--- config.mk ---
export PLATFORM = sky130hd
export DESIGN_NAME = dff_demux_1to2
export DESIGN_NICKNAME = d
export VERILOG_FILES = /design/src/rtl/dff_demux_pkg.sv /design/src/rtl/demux_slot.sv /design/src/rtl/dff_demux_1to2.sv
export SDC_FILE = /design/constraint.sdc
export NUM_CORES = 1
export LEC_CHECK = 0
export BUFFER_PORTS_ARGS = -buffer_cell sky130_fd_sc_hd__buf_2
export CAP_MARGIN = 30
export CORE_ASPECT_RATIO = 1.25
export CORE_MARGIN = 2
export CORE_UTILIZATION = 54
export DETAILED_ROUTE_END_ITERATION = 16
export GPL_TIMING_DRIVEN = 0
export HOLD_SLACK_MARGIN = 0.15
export PLACE_DENSITY = 0.84
export SLEW_MARGIN = 10
export SYNTH_ARGS = -nofsm -noshare
export SYNTH_HDL_FRONTEND = slang
export SYNTH_SLANG_ARGS = --single-unit
--- constraint.sdc ---
create_clock -name clk -period 3.2 [get_ports clk]
set_input_delay 0.48 -clock clk [delete_from_list [all_inputs] [get_ports clk]]
set_output_delay 0.48 -clock clk [all_outputs]
set_load 0.005 [all_outputs]
--- src/rtl/dff_demux_pkg.sv ---
// Shared defaults and select encodings for the 1-to-2 registered demux.
// The target-select helper is used by the top to pick a destination slot.
package dff_demux_pkg;

    localparam int DEF_WIDTH = 8;
    localparam int DEF_CNT_W = 16;

    localparam logic SEL_OUT0 = 1'b0;
    localparam logic SEL_OUT1 = 1'b1;

    // Alternating mode overrides the explicit select with the round-robin pointer.
    function automatic logic sel_target(input logic alt_en, input logic alt_ptr, input logic in_sel);
        return alt_en ? alt_ptr : in_sel;
    endfunction

endpackage

--- src/rtl/demux_slot.sv ---
// One-entry output register with transfer counter; 1-cycle load-to-valid latency.
// Holds its word while downstream is not ready; a same-cycle drain and load keeps valid high.
module demux_slot
    import dff_demux_pkg::*;
#(
    parameter int WIDTH = DEF_WIDTH,
    parameter int CNT_W = DEF_CNT_W
) (
    input  logic             clk,
    input  logic             rst,
    input  logic             i_load,
    input  logic [WIDTH-1:0] i_data,
    input  logic             i_drain_rdy,
    output logic             o_valid,
    output logic [WIDTH-1:0] o_data,
    output logic             o_drain,
    output logic [CNT_W-1:0] o_cnt
);

    logic             r_valid;
    logic [WIDTH-1:0] r_data;
    logic [CNT_W-1:0] r_cnt;
    logic             w_drain;

    assign w_drain = r_valid & i_drain_rdy;

    always_ff @(posedge clk or posedge rst) begin
        if (rst) begin
            r_valid <= 1'b0;
            r_data  <= '0;
        end else if (i_load) begin
            r_valid <= 1'b1;
            r_data  <= i_data;
        end else if (w_drain) begin
            r_valid <= 1'b0;
        end
    end

    always_ff @(posedge clk or posedge rst) begin
        if (rst) begin
            r_cnt <= '0;
        end else if (w_drain) begin
            r_cnt <= r_cnt + CNT_W'(1);
        end
    end

    assign o_valid = r_valid;
    assign o_data  = r_data;
    assign o_drain = w_drain;
    assign o_cnt   = r_cnt;

endmodule

--- src/rtl/dff_demux_1to2.sv ---
// Registered 1-to-2 demux, 1-cycle latency; explicit or alternating destination.
// in_ready stalls only when the target slot is full and not draining this cycle.
module dff_demux_1to2
    import dff_demux_pkg::*;
#(
    parameter int WIDTH = DEF_WIDTH,
    parameter int CNT_W = DEF_CNT_W
) (
    input  logic             clk,
    input  logic             rst,
    input  logic             in_valid,
    output logic             in_ready,
    input  logic [WIDTH-1:0] in_data,
    input  logic             in_sel,
    input  logic             alt_en,
    output logic             out0_valid,
    input  logic             out0_ready,
    output logic [WIDTH-1:0] out0_data,
    output logic             out1_valid,
    input  logic             out1_ready,
    output logic [WIDTH-1:0] out1_data,
    output logic             alt_ptr,
    output logic [CNT_W-1:0] cnt0,
    output logic [CNT_W-1:0] cnt1
);

    logic r_alt_ptr;
    logic w_target;
    logic w_drain0;
    logic w_drain1;
    logic w_free0;
    logic w_free1;
    logic w_accept;
    logic w_load0;
    logic w_load1;

    assign w_target = sel_target(alt_en, r_alt_ptr, in_sel);

    // A slot draining this cycle can take the next word in the same cycle.
    assign w_free0  = ~out0_valid | w_drain0;
    assign w_free1  = ~out1_valid | w_drain1;
    assign in_ready = ~rst & ((w_target == SEL_OUT1) ? w_free1 : w_free0);

    assign w_accept = in_valid & in_ready;
    assign w_load0  = w_accept & (w_target == SEL_OUT0);
    assign w_load1  = w_accept & (w_target == SEL_OUT1);

    always_ff @(posedge clk or posedge rst) begin
        if (rst) begin
            r_alt_ptr <= 1'b0;
        end else if (w_accept && alt_en) begin
            r_alt_ptr <= ~r_alt_ptr;
        end
    end

    assign alt_ptr = r_alt_ptr;

    demux_slot #(
        .WIDTH (WIDTH),
        .CNT_W (CNT_W)
    ) u_slot0 (
        .clk         (clk),
        .rst         (rst),
        .i_load      (w_load0),
        .i_data      (in_data),
        .i_drain_rdy (out0_ready),
        .o_valid     (out0_valid),
        .o_data      (out0_data),
        .o_drain     (w_drain0),
        .o_cnt       (cnt0)
    );

    demux_slot #(
        .WIDTH (WIDTH),
        .CNT_W (CNT_W)
    ) u_slot1 (
        .clk         (clk),
        .rst         (rst),
        .i_load      (w_load1),
        .i_data      (in_data),
        .i_drain_rdy (out1_ready),
        .o_valid     (out1_valid),
        .o_data      (out1_data),
        .o_drain     (w_drain1),
        .o_cnt       (cnt1)
    );

endmodule

After elaboration in Yosys (flattened, before gate mapping)

Cells that the tools add are included.
W data, S select, Z words.

Input port bits: 15
Output and inout port bits: 52
Word-level logic and storage cells: 31
Register bits after elaboration: 51

Add/sub/neg operators: 2
Bitwise gates (word level): 13
Mux-type cells: 6
Reductions and logical operators: 3

Operators with widths:

| operator                | count |
|---|---|
| $add A16 B1 Y16 const B | 2 |
| $and A1 B1 Y1           | 6 |
| $mux W1                 | 6 |
| $not A1 Y1              | 5 |
| $reduce_bool A2 Y1      | 2 |
| $or A1 B1 Y1            | 2 |
| $logic_and A1 B1 Y1     | 1 |

Longest topological paths before layout

Depth after elaboration: 7
Depth in mapped cells: 5
Depth with buffers taken out: 5

Modules after synthesis

A second synthesis with hierarchy kept.

Cell total of the unflattened synthesis: 172
Area total of the unflattened synthesis: 2227.1 µm²

Modules (own cells, without submodules):

| module         | cells each | instances | area each (µm²) | seq. area each (µm²) |
|---|---|---|---|---|
| demux_slot     | 80         | 2         | 1059.8          | 625.6 |
| dff_demux_1to2 | 12         | 1         | 107.6           | 25.0 |

Least setup slack after synthesis

OpenSTA, ideal clock, no wires.

Path type: input-to-output
From: input port alt_en
To: output port in_ready
Required time: 2720 ps
Buffers on the path: 0
Data arrival time: 1035 ps
Stages: 3
Path slack: 1685 ps
Cell sequence: mux2i_4 mux2i_1 nor2_1

Cells in the longest elaborated chain, start to end: 3

Ends and longest elaborated chain:

| what               | RTL line             | RTL |
|---|---|---|
| start: declaration | dff_demux_1to2.sv:15 | `input logic alt_en,` |
| $mux W1            | dff_demux_pkg.sv:13  | `return alt_en ? alt_ptr : in_sel;` |
| $mux W1            | dff_demux_1to2.sv:42 | `assign in_ready = ~rst & ((w_target == SEL_OUT1) ? w_free1 : w_free0);` |
| $and A1 B1 Y1      | dff_demux_1to2.sv:42 |  |
| end: declaration   | dff_demux_1to2.sv:12 | `output logic in_ready,` |

No other way between the ends.

Worst setup path in the final report

From: register r_alt_ptr, in the netlist alt_ptr
To: output port in_ready

Cells in the longest elaborated chain, start to end: 3

Ends and longest elaborated chain:

| what                     | RTL line             | RTL |
|---|---|---|
| start: declaration       | dff_demux_1to2.sv:27 | `logic r_alt_ptr;` |
| start signal: assignment | dff_demux_1to2.sv:52 | `r_alt_ptr <= ~r_alt_ptr;` |
| $mux W1                  | dff_demux_pkg.sv:13  |  |
| $mux W1                  | dff_demux_1to2.sv:42 |  |
| $and A1 B1 Y1            | dff_demux_1to2.sv:42 |  |

No other way between the ends.

==> flow_summary.ini <==
[outcome]
status = completed

[setup_path]
worstPathArrival_ns = 1.41
crit_type = reg -> out
crit_chain = mux2i_4 -> mux2i_1 -> nor2_1 -> buf_2
worstRegToRegCells = 5
crit_path_max_fanout = 4
max_stage_delay_ns = 0.44
slowest_stage = dfrtp_1
cp-end-kind = output port
cp.required_ns = 2.72
cp-start-kind = register

[global_route]
grt_antenna_before_repair = 0
grt.overflow.total = 0
use_met1_pct = 24.9
grt_pass1_wl_um = 6440
grt-busiest-layer = met2
grt_pass1_vias = 1421
grt_max_degree = 29
gr-usage-all-layers_pct = 19.2
met3_usage_pct = 5.84
use_met2_pct = 30.6

[clock_network]
ctsHtreeMaxLevel = 2
path_clk_slew_ns = 0.09
cts.sinks = 51
cts_inserted_buffers = 5
cts.path.max_buffers = 2
post_cts.repair.setup_buffers = 0
cts_tree = yes
clock-root-buffer = clkbuf_8
ctsHoldBuffers = 0
insertion_delay_ns = 0.30
cts_resized = 0

[synth]
yosysSeqAreaShare_pct = 59.2
synth-compound-area-share_pct = 0.987
synthXorXnorAreaFrac_pct = 12.2
synthMuxAreaShare_pct = 10.9
synth_cell_types = 25
yosys_warnings = 0
synth_fa_ha_area_share_pct = 1.16
postSynthAreaPerCell_um2 = 13.2
syn_area_mm2 = 0.00216
syn_inst = 163
ys_ff_latch = 51
syn_nets = 180
synthSimpleGateAreaFrac_pct = 15.2
synth_top_family_by_area = simple AND/OR/NAND/NOR gates

[final_layout]
drive_gt1_share_pct = 41.6
stdcell_count = 292
area_growth_pct = 23.8
num-fill-cells = 298
num-nets-final = 254
antenna_cells = 0

[run]
drv_cap = 0

[timing]
grt_setup_unrepaired = false
skew_ns = 0.00918
hold_viol = 0
finalCritPeriodShare_pct = 58.9
setup_viol = 0
worst_slack_ns = 1.31
fmax_mhz = 530
period_minus_slack_ns = 1.89
slew_headroom_pct = 65.8
tns_ns = 0
finalMaxSlewViolations = 0
worst_slew_pin_slew_ns = 0.512
hold_ws_ns = 0.216

[die]
std_cell_rows = 25
initial_core_util_pct = 56.5
die_h_um = 74.6
coreArea_mm2 = 0.00382
die_x_um = 60.5
die_area_mm2 = 0.00452
pin_count = 67

[place]
gp_congestion = 0.739
place_hpwl_um = 2900
port_buffers = 66
pre_cts_slack_ns = 1.37
dp_cells = 284

[worst_hold_path]
hold_path_class = in -> async

[pwr]
irDropWorstVdd_mv = 0.418
power_density_mw_per_mm2 = 612
leakagePower_nw = 1.37

[route]
finalWirelength_um = 3920
wire_per_inst_um = 13.4
viasPerCell = 5.04
drcViolationCount = 0
drt_iter0_markers = 73
final_antenna_net_count = 0
firstDrtPassIters = 4
num_vias = 1471
## cell usage in the layout, fill, tap and decap left out
cell and count:
and2_1 2, xor2_1 8, o21ai_0 1, nor2_1 5, xnor2_1 22, nand3_1 10, clkbuf_8 6, nand4_1 3
a31oi_1 1, buf_2 66, nand3_4 1, nand2b_1 2, nor3_1 1, ha_1 2, and3_1 4, a41o_1 1
inv_1 1, and2b_1 1, mux2_2 18, mux2i_1 1, nor4_4 1, and4_1 5, buf_12 1, inv_2 1
nor2_4 1, nor3_2 2, clkinv_4 1, nand2_1 17, dfrtp_1 51, clkbuf_1 1, mux2i_4 1
## worst paths after layout
path	from	to	slack, ns
max in group asynchronous	rst	u_slot0.o_cnt[2]$_DFFE_PP0P_	2.47
max	alt_ptr$_DFFE_PP0P_	in_ready	1.31
min	rst	alt_ptr$_DFFE_PP0P_	0.22
min in group clk	in_data[2]	u_slot0.o_data[2]$_DFFE_PP0P_	0.41
min reg2reg	u_slot0.o_cnt[15]$_DFFE_PP0P_	u_slot0.o_cnt[15]$_DFFE_PP0P_	0.48
max reg2reg	u_slot0.o_cnt[0]$_DFFE_PP0P_	u_slot0.o_cnt[14]$_DFFE_PP0P_	1.70
## layout make-up
type / instances / area, µm² / share of cell area, %
flip-flops and latches: 51 / 1280 / 47.8
multi-input cells: 110 / 872 / 32.7
repair buffers: 67 / 350 / 13.1
clock buffers: 7 / 86.3 / 3.23
well taps: 54 / 67.6 / 2.53
clock inverters: 1 / 8.76 / 0.328
inverters: 2 / 7.51 / 0.281
## worst max-delay path: cells and delay by family (launching register included)
family,cells,cell delay [ns]
buf+inv,1,0.12
flops,1,0.44
mux,2,0.50
simple gates,1,0.05
## routing by layer
metal / wire [µm] / up-vias
li1: - / 707
met2: 1930 / 53
met3: 252 / 6
met5: 0 / -
met4: 59 / 0
met1: 1680 / 705
## kinds of logic after synthesis
| family | Yosys count |
|---|---|
| muxes | 20 |
| buffers and inverters | 2 |
| and+or+nand+nor | 55 |
| DFF | 51 |
| AOI/OAI and AO/OA | 3 |
| adders and majority gates | 2 |
| xor gates and xnor gates | 30 |
## report_power, final
group          switching (mW)  internal [mW]
registers               0.104          0.773
clock network           0.207          0.177
logic                   0.162          0.210
## cell usage after synthesis
master / number / area share (%)
xnor2_1: 22 / 8.9
nand3_4: 1 / 0.81
and4_1: 5 / 2.0
nor2_4: 1 / 0.52
and2b_1: 1 / 0.35
o21ai_0: 1 / 0.23
nand2_1: 17 / 3.0
and3_1: 4 / 1.2
and2_1: 2 / 0.58
nor2_1: 5 / 0.87
mux2_2: 18 / 9.4
dfrtp_1: 51 / 59
mux2i_4: 1 / 1.0
mux2i_1: 1 / 0.46
inv_1: 2 / 0.35
a41o_1: 1 / 0.46
nand4_1: 3 / 0.87
ha_1: 2 / 1.2
nand3_1: 10 / 2.3
a31oi_1: 1 / 0.29
nor4_4: 1 / 0.99
nand2b_1: 2 / 0.58
nor3_2: 2 / 0.93
xor2_1: 8 / 3.3
nor3_1: 1 / 0.23
## registers in the layout, indices dropped and copies added (netlist names)
name	flops
u_slot0.o_cnt	16
u_slot1.o_valid	1
u_slot1.o_data	8
u_slot0.o_data	8
u_slot1.o_cnt	16
u_slot0.o_valid	1
alt_ptr	1
## stage by stage
stage,power (mW),cell area [µm²],util (%)
detailed placement,1.27,2570,67.4
floorplan,1.08,2160,-
global route,1.74,2670,69.9
global placement,1.25,2550,66.9
finish,1.63,2670,69.9
CTS,1.66,2670,69.9
No activity file was read; power rests on OpenSTA's default activity.
